### src/rtl/wb_scoreboard_if.sv
// Issue / writeback / long-completion bundle between the ID stage and wb_scoreboard.
interface wb_scoreboard_if;
    logic       issue_valid;
    logic [4:0] issue_rs1;
    logic [4:0] issue_rs2;
    logic       issue_use_rs1;
    logic       issue_use_rs2;
    logic       issue_we;
    logic [4:0] issue_rd;
    logic [1:0] issue_class;
    logic       wb_valid;
    logic [4:0] wb_rd;
    logic       long_done_valid;
    logic [4:0] long_done_rd;
    logic       flush;
    logic       stall;
    logic       issue_fire;
    logic       long_full;
    logic       busy;

    modport master (
        output issue_valid, issue_rs1, issue_rs2, issue_use_rs1, issue_use_rs2,
        output issue_we, issue_rd, issue_class, wb_valid, wb_rd,
        output long_done_valid, long_done_rd, flush,
        input  stall, issue_fire, long_full, busy
    );

    modport slave (
        input  issue_valid, issue_rs1, issue_rs2, issue_use_rs1, issue_use_rs2,
        input  issue_we, issue_rd, issue_class, wb_valid, wb_rd,
        input  long_done_valid, long_done_rd, flush,
        output stall, issue_fire, long_full, busy
    );
endinterface

### src/rtl/wb_scoreboard.sv
// Register-write scoreboard: tracks in-flight ALU/LOAD/LONG producers and stalls ID on hazards.
// Optional SB_PERF_CNT_EN adds stall_cycles / long_stall_cycles counters.
module wb_scoreboard #(
    parameter int unsigned MAX_LONG = 2,
    parameter int unsigned LOAD_LAT = 1
) (
    input  logic              clk,
    input  logic              rstn,
    wb_scoreboard_if.slave    sb
`ifdef SB_PERF_CNT_EN
    ,
    output logic [31:0]       stall_cycles,
    output logic [31:0]       long_stall_cycles
`endif
);

    localparam logic [1:0] CLS_LOAD = 2'd1;
    localparam logic [1:0] CLS_LONG = 2'd2;

    logic [1:0]  inflight  [32];
    logic [1:0]  ready_cnt [32];
    logic [31:0] long_pend;
    logic [1:0]  long_cnt;

    logic        hz_rs1, hz_rs2, waw, lfull;
    logic        is_long, is_load, fire_wr, wb_ok, done_ok, long_inc;
    logic [31:0] issue_hit, wb_hit, long_set, long_clr, inflight_nz;

    assign is_long = (sb.issue_class == CLS_LONG);
    assign is_load = (sb.issue_class == CLS_LOAD);

    assign hz_rs1 = sb.issue_use_rs1 && (sb.issue_rs1 != 5'd0) &&
                    (((inflight[sb.issue_rs1] != 2'd0) && (ready_cnt[sb.issue_rs1] != 2'd0)) ||
                     long_pend[sb.issue_rs1]);
    assign hz_rs2 = sb.issue_use_rs2 && (sb.issue_rs2 != 5'd0) &&
                    (((inflight[sb.issue_rs2] != 2'd0) && (ready_cnt[sb.issue_rs2] != 2'd0)) ||
                     long_pend[sb.issue_rs2]);
    assign waw    = sb.issue_we && (sb.issue_rd != 5'd0) && long_pend[sb.issue_rd];
    assign lfull  = is_long && (long_cnt == 2'(MAX_LONG));

    assign sb.stall      = sb.issue_valid && (hz_rs1 || hz_rs2 || waw || lfull);
    // Gated by rstn so nothing is accepted while the block is held in reset.
    assign sb.issue_fire = rstn && sb.issue_valid && !sb.stall && !sb.flush;
    assign sb.long_full  = (long_cnt == 2'(MAX_LONG));

    assign fire_wr  = sb.issue_fire && sb.issue_we && (sb.issue_rd != 5'd0);
    assign wb_ok    = sb.wb_valid && (sb.wb_rd != 5'd0) && !sb.flush;
    assign done_ok  = sb.long_done_valid && long_pend[sb.long_done_rd];
    assign long_inc = fire_wr && is_long;

    always_comb begin
        issue_hit   = '0;
        wb_hit      = '0;
        long_set    = '0;
        long_clr    = '0;
        inflight_nz = '0;
        for (int r = 1; r < 32; r++) begin
            issue_hit[r]   = fire_wr && !is_long && (sb.issue_rd == 5'(r));
            wb_hit[r]      = wb_ok && (sb.wb_rd == 5'(r));
            long_set[r]    = long_inc && (sb.issue_rd == 5'(r));
            long_clr[r]    = done_ok && (sb.long_done_rd == 5'(r));
            inflight_nz[r] = (inflight[r] != 2'd0);
        end
    end

    assign sb.busy = (|inflight_nz) || (|long_pend);

    always_ff @(posedge clk or negedge rstn) begin
        if (!rstn) begin
            for (int r = 0; r < 32; r++) begin
                inflight[r]  <= 2'd0;
                ready_cnt[r] <= 2'd0;
            end
            long_pend <= '0;
            long_cnt  <= 2'd0;
        end else begin
            for (int r = 1; r < 32; r++) begin
                if (sb.flush) begin
                    inflight[r]  <= 2'd0;
                    ready_cnt[r] <= 2'd0;
                end else begin
                    case ({issue_hit[r], wb_hit[r]})
                        2'b10:   if (inflight[r] != 2'd3) inflight[r] <= inflight[r] + 2'd1;
                        2'b01:   if (inflight[r] != 2'd0) inflight[r] <= inflight[r] - 2'd1;
                        default: ;
                    endcase
                    // ready_cnt always reflects the youngest producer of r.
                    if (issue_hit[r])
                        ready_cnt[r] <= is_load ? 2'(LOAD_LAT) : 2'd0;
                    else if (ready_cnt[r] != 2'd0)
                        ready_cnt[r] <= ready_cnt[r] - 2'd1;
                end
                if (long_set[r])
                    long_pend[r] <= 1'b1;
                else if (long_clr[r])
                    long_pend[r] <= 1'b0;
            end
            case ({long_inc, done_ok})
                2'b10:   long_cnt <= long_cnt + 2'd1;
                2'b01:   long_cnt <= long_cnt - 2'd1;
                default: ;
            endcase
        end
    end

    always @(posedge clk) begin
        if (rstn) begin
            assert (sb.flush || !(fire_wr && !is_long && inflight[sb.issue_rd] == 2'd3 &&
                                  !(wb_ok && sb.wb_rd == sb.issue_rd)));
            assert (!(wb_ok && inflight[sb.wb_rd] == 2'd0 &&
                      !(fire_wr && !is_long && sb.issue_rd == sb.wb_rd)));
            assert (!(sb.long_done_valid && !long_pend[sb.long_done_rd]));
        end
    end

`ifdef SB_PERF_CNT_EN
    logic short1, short2, long_only;

    // A stall is "long" when no ordinary (non-long) read hazard contributes to it.
    assign short1 = sb.issue_use_rs1 && (sb.issue_rs1 != 5'd0) && !long_pend[sb.issue_rs1] &&
                    (inflight[sb.issue_rs1] != 2'd0) && (ready_cnt[sb.issue_rs1] != 2'd0);
    assign short2 = sb.issue_use_rs2 && (sb.issue_rs2 != 5'd0) && !long_pend[sb.issue_rs2] &&
                    (inflight[sb.issue_rs2] != 2'd0) && (ready_cnt[sb.issue_rs2] != 2'd0);
    assign long_only = sb.stall && !short1 && !short2;

    always_ff @(posedge clk or negedge rstn) begin
        if (!rstn) begin
            stall_cycles      <= '0;
            long_stall_cycles <= '0;
        end else begin
            if (sb.stall) stall_cycles <= stall_cycles + 32'd1;
            if (long_only) long_stall_cycles <= long_stall_cycles + 32'd1;
        end
    end
`endif

endmodule
### src/flat_wrapper.sv
// flat-port wrapper written by rule: the top's interface ports become plain ports
module wb_scoreboard_flat 
#(
    parameter int unsigned MAX_LONG = 2,
    parameter int unsigned LOAD_LAT = 1
)
  (clk, rstn, sb_issue_valid, sb_issue_rs1, sb_issue_rs2, sb_issue_use_rs1, sb_issue_use_rs2, sb_issue_we, sb_issue_rd, sb_issue_class, sb_wb_valid, sb_wb_rd, sb_long_done_valid, sb_long_done_rd, sb_flush, sb_stall, sb_issue_fire, sb_long_full, sb_busy);
  wb_scoreboard_if sb_i ();
  input  logic clk;
  input  logic rstn;
  input wire logic [$bits(sb_i.issue_valid)-1:0] sb_issue_valid;
  input wire logic [$bits(sb_i.issue_rs1)-1:0] sb_issue_rs1;
  input wire logic [$bits(sb_i.issue_rs2)-1:0] sb_issue_rs2;
  input wire logic [$bits(sb_i.issue_use_rs1)-1:0] sb_issue_use_rs1;
  input wire logic [$bits(sb_i.issue_use_rs2)-1:0] sb_issue_use_rs2;
  input wire logic [$bits(sb_i.issue_we)-1:0] sb_issue_we;
  input wire logic [$bits(sb_i.issue_rd)-1:0] sb_issue_rd;
  input wire logic [$bits(sb_i.issue_class)-1:0] sb_issue_class;
  input wire logic [$bits(sb_i.wb_valid)-1:0] sb_wb_valid;
  input wire logic [$bits(sb_i.wb_rd)-1:0] sb_wb_rd;
  input wire logic [$bits(sb_i.long_done_valid)-1:0] sb_long_done_valid;
  input wire logic [$bits(sb_i.long_done_rd)-1:0] sb_long_done_rd;
  input wire logic [$bits(sb_i.flush)-1:0] sb_flush;
  output wire logic [$bits(sb_i.stall)-1:0] sb_stall;
  output wire logic [$bits(sb_i.issue_fire)-1:0] sb_issue_fire;
  output wire logic [$bits(sb_i.long_full)-1:0] sb_long_full;
  output wire logic [$bits(sb_i.busy)-1:0] sb_busy;
  assign sb_i.issue_valid = sb_issue_valid;
  assign sb_i.issue_rs1 = sb_issue_rs1;
  assign sb_i.issue_rs2 = sb_issue_rs2;
  assign sb_i.issue_use_rs1 = sb_issue_use_rs1;
  assign sb_i.issue_use_rs2 = sb_issue_use_rs2;
  assign sb_i.issue_we = sb_issue_we;
  assign sb_i.issue_rd = sb_issue_rd;
  assign sb_i.issue_class = sb_issue_class;
  assign sb_i.wb_valid = sb_wb_valid;
  assign sb_i.wb_rd = sb_wb_rd;
  assign sb_i.long_done_valid = sb_long_done_valid;
  assign sb_i.long_done_rd = sb_long_done_rd;
  assign sb_i.flush = sb_flush;
  assign sb_stall = sb_i.stall;
  assign sb_issue_fire = sb_i.issue_fire;
  assign sb_long_full = sb_i.long_full;
  assign sb_busy = sb_i.busy;
  wb_scoreboard #(.MAX_LONG(MAX_LONG), .LOAD_LAT(LOAD_LAT)) u_core (.clk(clk), .rstn(rstn), .sb(sb_i));
endmodule
### config.mk
export PLATFORM = sky130hd
export DESIGN_NAME = wb_scoreboard_flat
export DESIGN_NICKNAME = d
export VERILOG_FILES = /design/src/rtl/wb_scoreboard_if.sv /design/src/rtl/wb_scoreboard.sv /design/src/flat_wrapper.sv
export SDC_FILE = /design/constraint.sdc
export NUM_CORES = 1
export LEC_CHECK = 0
export ABC_AREA = 1
export CAP_MARGIN = 0
export CELL_PAD_IN_SITES_DETAIL_PLACEMENT = 1
export CELL_PAD_IN_SITES_GLOBAL_PLACEMENT = 1
export CORE_ASPECT_RATIO = 2
export CORE_MARGIN = 3
export CORE_UTILIZATION = 40
export CTS_CLUSTER_SIZE = 24
export DETAILED_ROUTE_END_ITERATION = 7
export GPL_TIMING_DRIVEN = 0
export PLACE_DENSITY = 0.89
export SYNTH_ARGS = -nofsm -noshare
export SYNTH_HDL_FRONTEND = slang
export SYNTH_SLANG_ARGS = --single-unit
### constraint.sdc
create_clock -name clk -period 2.56 [get_ports clk]
set_input_delay 0.512 -clock clk [delete_from_list [all_inputs] [get_ports clk]]
set_output_delay 0.512 -clock clk [all_outputs]
set_load 0.01 [all_outputs]
# After elaboration in Yosys (flattened, before gate mapping)
# Cells that the tools add are included.
# Widths: inputs -> output; s select.
op_classes:
  n_reduce_logical: 350
  add_sub_neg: 95
  muxes: 301
  n_eq_ne: 253
  order_cmp: 6
  bitwise: 2
op_table:
  columns: ["cell", "count"]
  rows:
  - ["$mux 2", 194]
  - ["$eq 5x5->1 const B", 48]
  - ["$reduce_bool 2->1", 98]
  - ["$ne 3x2->1 const B", 62]
  - ["$reduce_bool 3->1", 62]
  - ["$logic_and 1x1->1", 144]
  - ["$pmux 2 s2", 32]
  - ["$sub 2x1->2 const B", 63]
  - ["$eq 5x4->1 const B", 24]
  - ["$reduce_and 3->1", 31]
  - ["$eq 2x2->1 const B", 34]
  - ["$mux 1", 67]
  - ["$eq 2x1->1 const B", 33]
  - ["$add 2x1->2 const B", 32]
  - ["$ne 2x2->1 const B", 31]
  - ["$eq 5x3->1 const B", 12]
  - ["$bmux 2 s5", 4]
  - ["$reduce_or 32->1", 1]
  - ["$reduce_or 31->1", 1]
  - ["$eq 5x2->1 const B", 6]
  - ["$lt 5x6->1 const B", 4]
  - ["$bmux 1 s5", 4]
  - ["$reduce_bool 5->1", 4]
  - ["$eq 5x1->1 const B", 3]
  - ["other kinds (4)", 13]
word_totals:
  regBits: 157
  wordCells: 1101
  output_inout_bits: 4
  input_bits: 36

# Longest topological paths before layout
logic_depth:
  ltp_word: 22
  mapped_depth: 24
  ltp_nobuf: 22

# Least setup slack after synthesis
# Ideal clock, no wire load.
synth_path:
  kind: "input-to-reg"
  from: "input sb_issue_rd[0]"
  to: "register u_core.long_cnt[1]"
  arrival_time_ns: 2.660
  n_path_buf: 1
  setup_slack_ns: -0.231
  cell_stages: 15
  path_cell_list: "buf_4 > nor2_2 > nand3_1 > nand2_1 > inv_1 > nand3_1 > nand2_1 > a21oi_2 > nand4_1 > nor2_1 > inv_1 > ha_1 > a21oi_1 > o21ai_0 > xor2_1"
synth_between:
  elab_chain_cells: 14
  word_cells_on_any_way: 18
  cone_classes: "2 x eq/ne; 3 x mux; 13 x reduce/logical"
synth_rtl:
  columns: ["item", "line_no", "source"]
  rows:
  - ["start, declared", "flat_wrapper.sv:17", "input wire logic [$bits(sb_i.issue_rd)-1:0] sb_issue_rd;"]
  - ["$bmux 1 s5 or $reduce_bool 5->1 (tied branches)", "wb_scoreboard.sv:38, wb_scoreboard.sv:46", null]
  - ["$mux 1 (implied by the code) or $logic_and 1x1->1 (tied branches)", "wb_scoreboard.sv:38", "assign waw = sb.issue_we && (sb.issue_rd != 5'd0) && long_pend[sb.issue_rd];"]
  - ["$logic_and 1x1->1", "wb_scoreboard.sv:38", null]
  - ["$logic_or 1x1->1 (2 in series)", "wb_scoreboard.sv:41", "assign sb.stall = sb.issue_valid && (hz_rs1 || hz_rs2 || waw || lfull);"]
  - ["$logic_and 1x1->1", "wb_scoreboard.sv:41", null]
  - ["$logic_not 1->1", "wb_scoreboard.sv:43", "assign sb.issue_fire = rstn && sb.issue_valid && !sb.stall && !sb.flush;"]
  - ["$logic_and 1x1->1 (2 in series)", "wb_scoreboard.sv:43", null]
  - ["$logic_and 1x1->1", "wb_scoreboard.sv:46", "assign fire_wr = sb.issue_fire && sb.issue_we && (sb.issue_rd != 5'd0);"]
  - ["$logic_and 1x1->1 (*)", "wb_scoreboard.sv:46", null]
  - ["$logic_and 1x1->1 (*)", "wb_scoreboard.sv:49", "assign long_inc = fire_wr && is_long;"]
  - ["$eq 2x1->1 or $eq 2x2->1 (tied branches)", "wb_scoreboard.sv:98", "case ({long_inc, done_ok})"]
  - ["$pmux 2 s2 or $reduce_bool 2->1 (tied branches)", null, null]
  - ["end signal, assigned", "wb_scoreboard.sv:99", "2'b10: long_cnt <= long_cnt + 2'd1;"]
  - ["end signal, assigned", "wb_scoreboard.sv:100", "2'b01: long_cnt <= long_cnt - 2'd1;"]
  - ["end, declared", "wb_scoreboard.sv:23", "logic [1:0] long_cnt;"]
# Every way passes the cells marked *; elsewhere a longest branch is shown, timed or not. The select of a mux whose other input is x is not followed.
# A chain may end at the register's enable or synchronous reset.

# Worst setup path after layout
layout_path:
  from: "register u_core.ready_cnt[0] (netlist name)"
  to: "register u_core.inflight[23] (netlist name)"
layout_between:
  elab_chain_cells: 21
  word_cells_on_any_way: 33
  cone_classes: "4 x eq/ne; 8 x mux; 21 x reduce/logical"
layout_rtl:
  columns: ["item", "line_no", "source"]
  rows:
  - ["start, declared", "wb_scoreboard.sv:21", "logic [1:0] ready_cnt [32];"]
  - ["start signal, assigned by index", "wb_scoreboard.sv:89", "ready_cnt[r] <= is_load ? 2'(LOAD_LAT) : 2'd0;"]
  - ["start signal, assigned by index", "wb_scoreboard.sv:91", "ready_cnt[r] <= ready_cnt[r] - 2'd1;"]
  - ["$bmux 2 s5 (on tied branches)", "wb_scoreboard.sv:33, wb_scoreboard.sv:36", null]
  - ["$mux 2 (on tied branches) (2 in series)", "wb_scoreboard.sv:33, wb_scoreboard.sv:36", null]
  - ["$reduce_bool 2->1 (on tied branches)", "wb_scoreboard.sv:33, wb_scoreboard.sv:36", null]
  - ["$logic_and 1x1->1 (on tied branches)", "wb_scoreboard.sv:33, wb_scoreboard.sv:36", null]
  - ["$logic_or 1x1->1 (on tied branches)", "wb_scoreboard.sv:33, wb_scoreboard.sv:36", null]
  - ["$logic_and 1x1->1 (on tied branches)", "wb_scoreboard.sv:32, wb_scoreboard.sv:35", null]
  - ["$logic_or 1x1->1 (*) (3 in series)", "wb_scoreboard.sv:41", null]
  - ["$logic_and 1x1->1 (*)", "wb_scoreboard.sv:41", null]
  - ["$logic_not 1->1 (*)", "wb_scoreboard.sv:43", null]
  - ["$logic_and 1x1->1 (*) (2 in series)", "wb_scoreboard.sv:43", null]
  - ["$logic_and 1x1->1 (*) (2 in series)", "wb_scoreboard.sv:46", null]
  - ["$logic_and 1x1->1 (*) (2 in series)", "wb_scoreboard.sv:58", "issue_hit[r] = fire_wr && !is_long && (sb.issue_rd == 5'(r));"]
  - ["$eq 2x1->1 or $eq 2x2->1 (tied branches)", "wb_scoreboard.sv:82", "case ({issue_hit[r], wb_hit[r]})"]
  - ["$ne 3x2->1 (no source line), or another cell as far along", null, null]
  - ["$reduce_and 3->1 (no source line) or $mux 2 (tied branches)", null, null]
  - ["end signal, assigned by index", "wb_scoreboard.sv:71", "inflight[r] <= 2'd0;"]
  - ["end signal, assigned by index", "wb_scoreboard.sv:79", "inflight[r] <= 2'd0;"]
  - ["end, declared", "wb_scoreboard.sv:20", "logic [1:0] inflight [32];"]
# Marked as above.

==> impl_metrics.tcl <==
set metrics [dict create \
    outcome "complete, but fails checks" \
    failed_checks "capacitance limit, slew limit, setup timing" \
    place_hpwl_um 50840 \
    drc 0 \
    first_pass_iters 8 \
    yosysSeqAreaShare_pct 28.81 \
    yosys_warnings 5 \
    synth.mux.area_fraction_pct 0 \
    wl_per_cell_um 27.93 \
    cts_root_buffer "clkbuf_16" \
    via_per_inst 6.207 \
    ir_worst_vdd_mv 0.5958 \
    path_cells "nor2_4, nor2_2, nor2_1, nand2_1, nand2_1, nand2_1, nand3_1, nand2_1, inv_1, nand2_2, a21oi_4, nand3_4, nor2_8, buf_12, buf_16, nand3_4, nand2_4, nand2_1, nor2_1, nor2_1, nand2_1, nand2_1" \
    fmax_mhz 312.7 \
    fin_skew_ns 0.01518 \
    synthArstFlopShare_pct 100.0 \
    cts_buffers 17 \
    synth_top_family_by_area "simple AND/OR/NAND/NOR gates" \
    cts_sinks 157 \
    drive_above_1_share_pct 30.00 \
    syn_nets 2337 \
    cts_tree "yes" \
    via_count 17833 \
    rsz0062_at_grt "true" \
    ff2ff_path_depth 22 \
    crit_path_max_fanout 7 \
    grt_usage_pct 39.61 \
    first_iter_violations 1413 \
    setup_tns_ns -60.45 \
    whs_ns 0.04050 \
    fillers 4376 \
    cts_buffer_depth 2 \
    synthAdderAreaFrac_pct 2.936 \
    cpMaxStageDelayCell "dfrtp_1" \
    antenna_found_initial 2 \
    hold_class "in2async" \
    synth.distinct_cells 43 \
    die_area_um2 36480 \
    start_util_pct 40.54 \
    gp_congestion 1.062 \
    fin_crit_sh_pct 124.9 \
    p_leak_nw 8.872 \
    crit_required_ns 2.93 \
    max_cap_violations 3 \
    core_area_um2 33640 \
    rows 95 \
    cp_slowest_stage_delay_ns 0.42 \
    area_delta_synth_final_pct 35.53 \
    design_area_um2 18480 \
    ant_nets 0 \
    startpoint_type "flop" \
    fin_ws_ns -0.6379 \
    grt_pass1_vias 18390 \
    clock_latency_ns 0.49 \
    ios 40 \
    synthCells 2269 \
    crit_top_cell "nand2_1" \
    cts_max_level 4 \
    ys_seq_elements 157 \
    synth-compound-area-share_pct 8.745 \
    diodes 0 \
    endpoint_kind "flop" \
    tightestPinTransition_ns 1.808 \
    grt_first_pass_wirelength_um 106500 \
    io_buffers 30 \
    die_h_um 267.1 \
    final_hold_viol_count 0 \
    netlist_area_um2 13640 \
    final_nets 2493 \
    grt_max_degree 110 \
    avgSynthCellArea_um2 6.010 \
    ys.flop_type "dfrtp_1" \
    powerDensity_nw_per_um2 640.4 \
    die_w_um 136.6 \
    synth_edf_count 0 \
    pre_cts_ws_ns -1.609 \
    clk_pin_slew_ns 0.08 \
    timing.final.max_slew_violations 19 \
    dpl_cell_area_um2 14590 \
    relSlewSlack_pct -21.46 \
    period_minus_slack_ns 3.198 \
    synth-xor-area-share_pct 1.670 \
    worst-setup-path-type "reg2reg" \
    grt-ovfl-total 0 \
    setup_violations 159 \
    wirelength_um 80250 \
    synth-simple-area-share_pct 46.95 \
    cp.arrival_ns 3.57 \
]
[cell families (layout without fill, tap and decap cells)]
group | Yosys count | in the layout
flip-flops | 157 | 157
AO/OA/AOI/OAI | 220 | 220
other | 1 | 1
AND/OR/NAND/NOR | 1470 | 1470
XOR/XNOR | 26 | 26
buffers and inverters | 363 | 531
adder cells (fa/ha/maj) | 32 | 32
[flip-flops by register name, indices dropped and copies added, names as in the netlist]
name / flops
u_core.inflight: 62
u_core.long_cnt: 2
u_core.ready_cnt: 62
u_core.long_pend: 31
[worst max-delay path, delay by kind of cell, from the launching register on]
family                 cells  cell delay, ns
AO/OA/AOI/OAI              1            0.21
buffers and inverters      3            0.42
flip-flops                 1            0.42
AND/OR/NAND/NOR           18            2.02
[path summary, 6_finish.rpt]
path,startpoint,end,slack [ns]
worst max-delay path,u_core.ready_cnt[0],u_core.inflight[23],-0.64
worst min-delay path,rstn,u_core.inflight[44],0.04
worst min register to register,u_core.long_pend[18],u_core.long_pend[18],0.51
max in group asynchronous,rstn,u_core.inflight[14],1.79
min in group clk,sb_long_done_rd[4],u_core.long_pend[18],0.48
worst max register to register,u_core.ready_cnt[0],u_core.inflight[23],-0.64
[metrics by stage]
stage          std cells  utilization, %  total power, mW
6_report            2873           54.94            11.83
5_1_grt             2873           54.94            12.29
4_1_cts             2827           50.55            10.80
3_5_place_dp        2736           43.38            7.475
3_3_place_gp        2735           43.28            7.117
2_1_floorplan       2269               -            6.080
[power breakdown]
| part | internal, mW | switching, mW | leakage, nW |
|---|---|---|---|
| combinational | 1.95 | 3.40 | 6.57 |
| clock | 1.55 | 1.33 | 0.291 |
| sequential | 3.03 | 0.581 | 2.01 |
[area by class of cell]
type | instances | area [µm²] | area share [%]
Multi-Input combinational cell | 1749 | 10160 | 54.98
Sequential cell | 157 | 3946 | 21.35
Timing Repair Buffer | 137 | 1485 | 8.037
Inverter | 299 | 1177 | 6.371
Buffer | 64 | 555.5 | 3.006
Tap cell | 436 | 545.5 | 2.952
Clock buffer | 17 | 425.4 | 2.302
Clock inverter | 14 | 183.9 | 0.9953
[cell usage after synthesis, types with 6 or more instances]
cell	number	area, µm²
dfrtp_1	157	3929
ha_1	32	400.4
xor2_1	22	192.7
a21oi_1	44	220.2
nand2_2	24	150.1
buf_4	12	90.09
nor4_1	10	62.56
nor2_1	409	1535
nand3_1	184	920.9
nand2_1	724	2718
o21ai_0	133	665.6
nor3_1	24	120.1
buf_2	10	50.05
and3_1	12	75.07
o22ai_1	26	162.7
or2_2	10	62.56
inv_1	278	1044
clkinv_1	13	48.80
nand3_2	7	70.07
clkbuf_1	32	120.1
nand3_4	21	367.9
inv_2	6	22.52
nand4_1	36	225.2
[metal layers]
metal  global-route usage, %  vias up  wire [µm]
met1                   36.85     8528      24190
li1                        -     7491          -
met5                       0        -         14
met3                   7.613      612       6937
met2                   67.13     1200      37450
met4                   43.99        2      11660
[what timing repair did]
action	in CTS	in global routing
setup endpoints to repair	159	159
setup buffers	55	52
cloned	5	4
gates resized for setup	430	363
pin swaps	86	156
hold buffers	1	0
hold endpoints to repair	48	0
[placed cells by master (no fill, tap or decap), types with 12 or more instances in the layout]
cell             instances
a21oi_1                 32
a21oi_2                 12
buf_4                   58
buf_6                   42
buf_8                   12
clkbuf_1                19
clkbuf_16               21
clkdlybuf4s50_1         18
dfrtp_1                143
dfrtp_2                 14
ha_1                    31
inv_1                  232
inv_2                   49
nand2_1                569
nand2_2                144
nand2_4                 36
nand3_1                117
nand3_2                 50
nand3_4                 45
nand4_1                 36
nor2_1                 320
nor2_2                  48
nor2_4                  48
nor3_1                  18
o21ai_0                 64
o21ai_1                 28
o21ai_2                 40
o22ai_1                 21
xor2_1                  22
No activity file was read; power rests on OpenSTA's default activity.
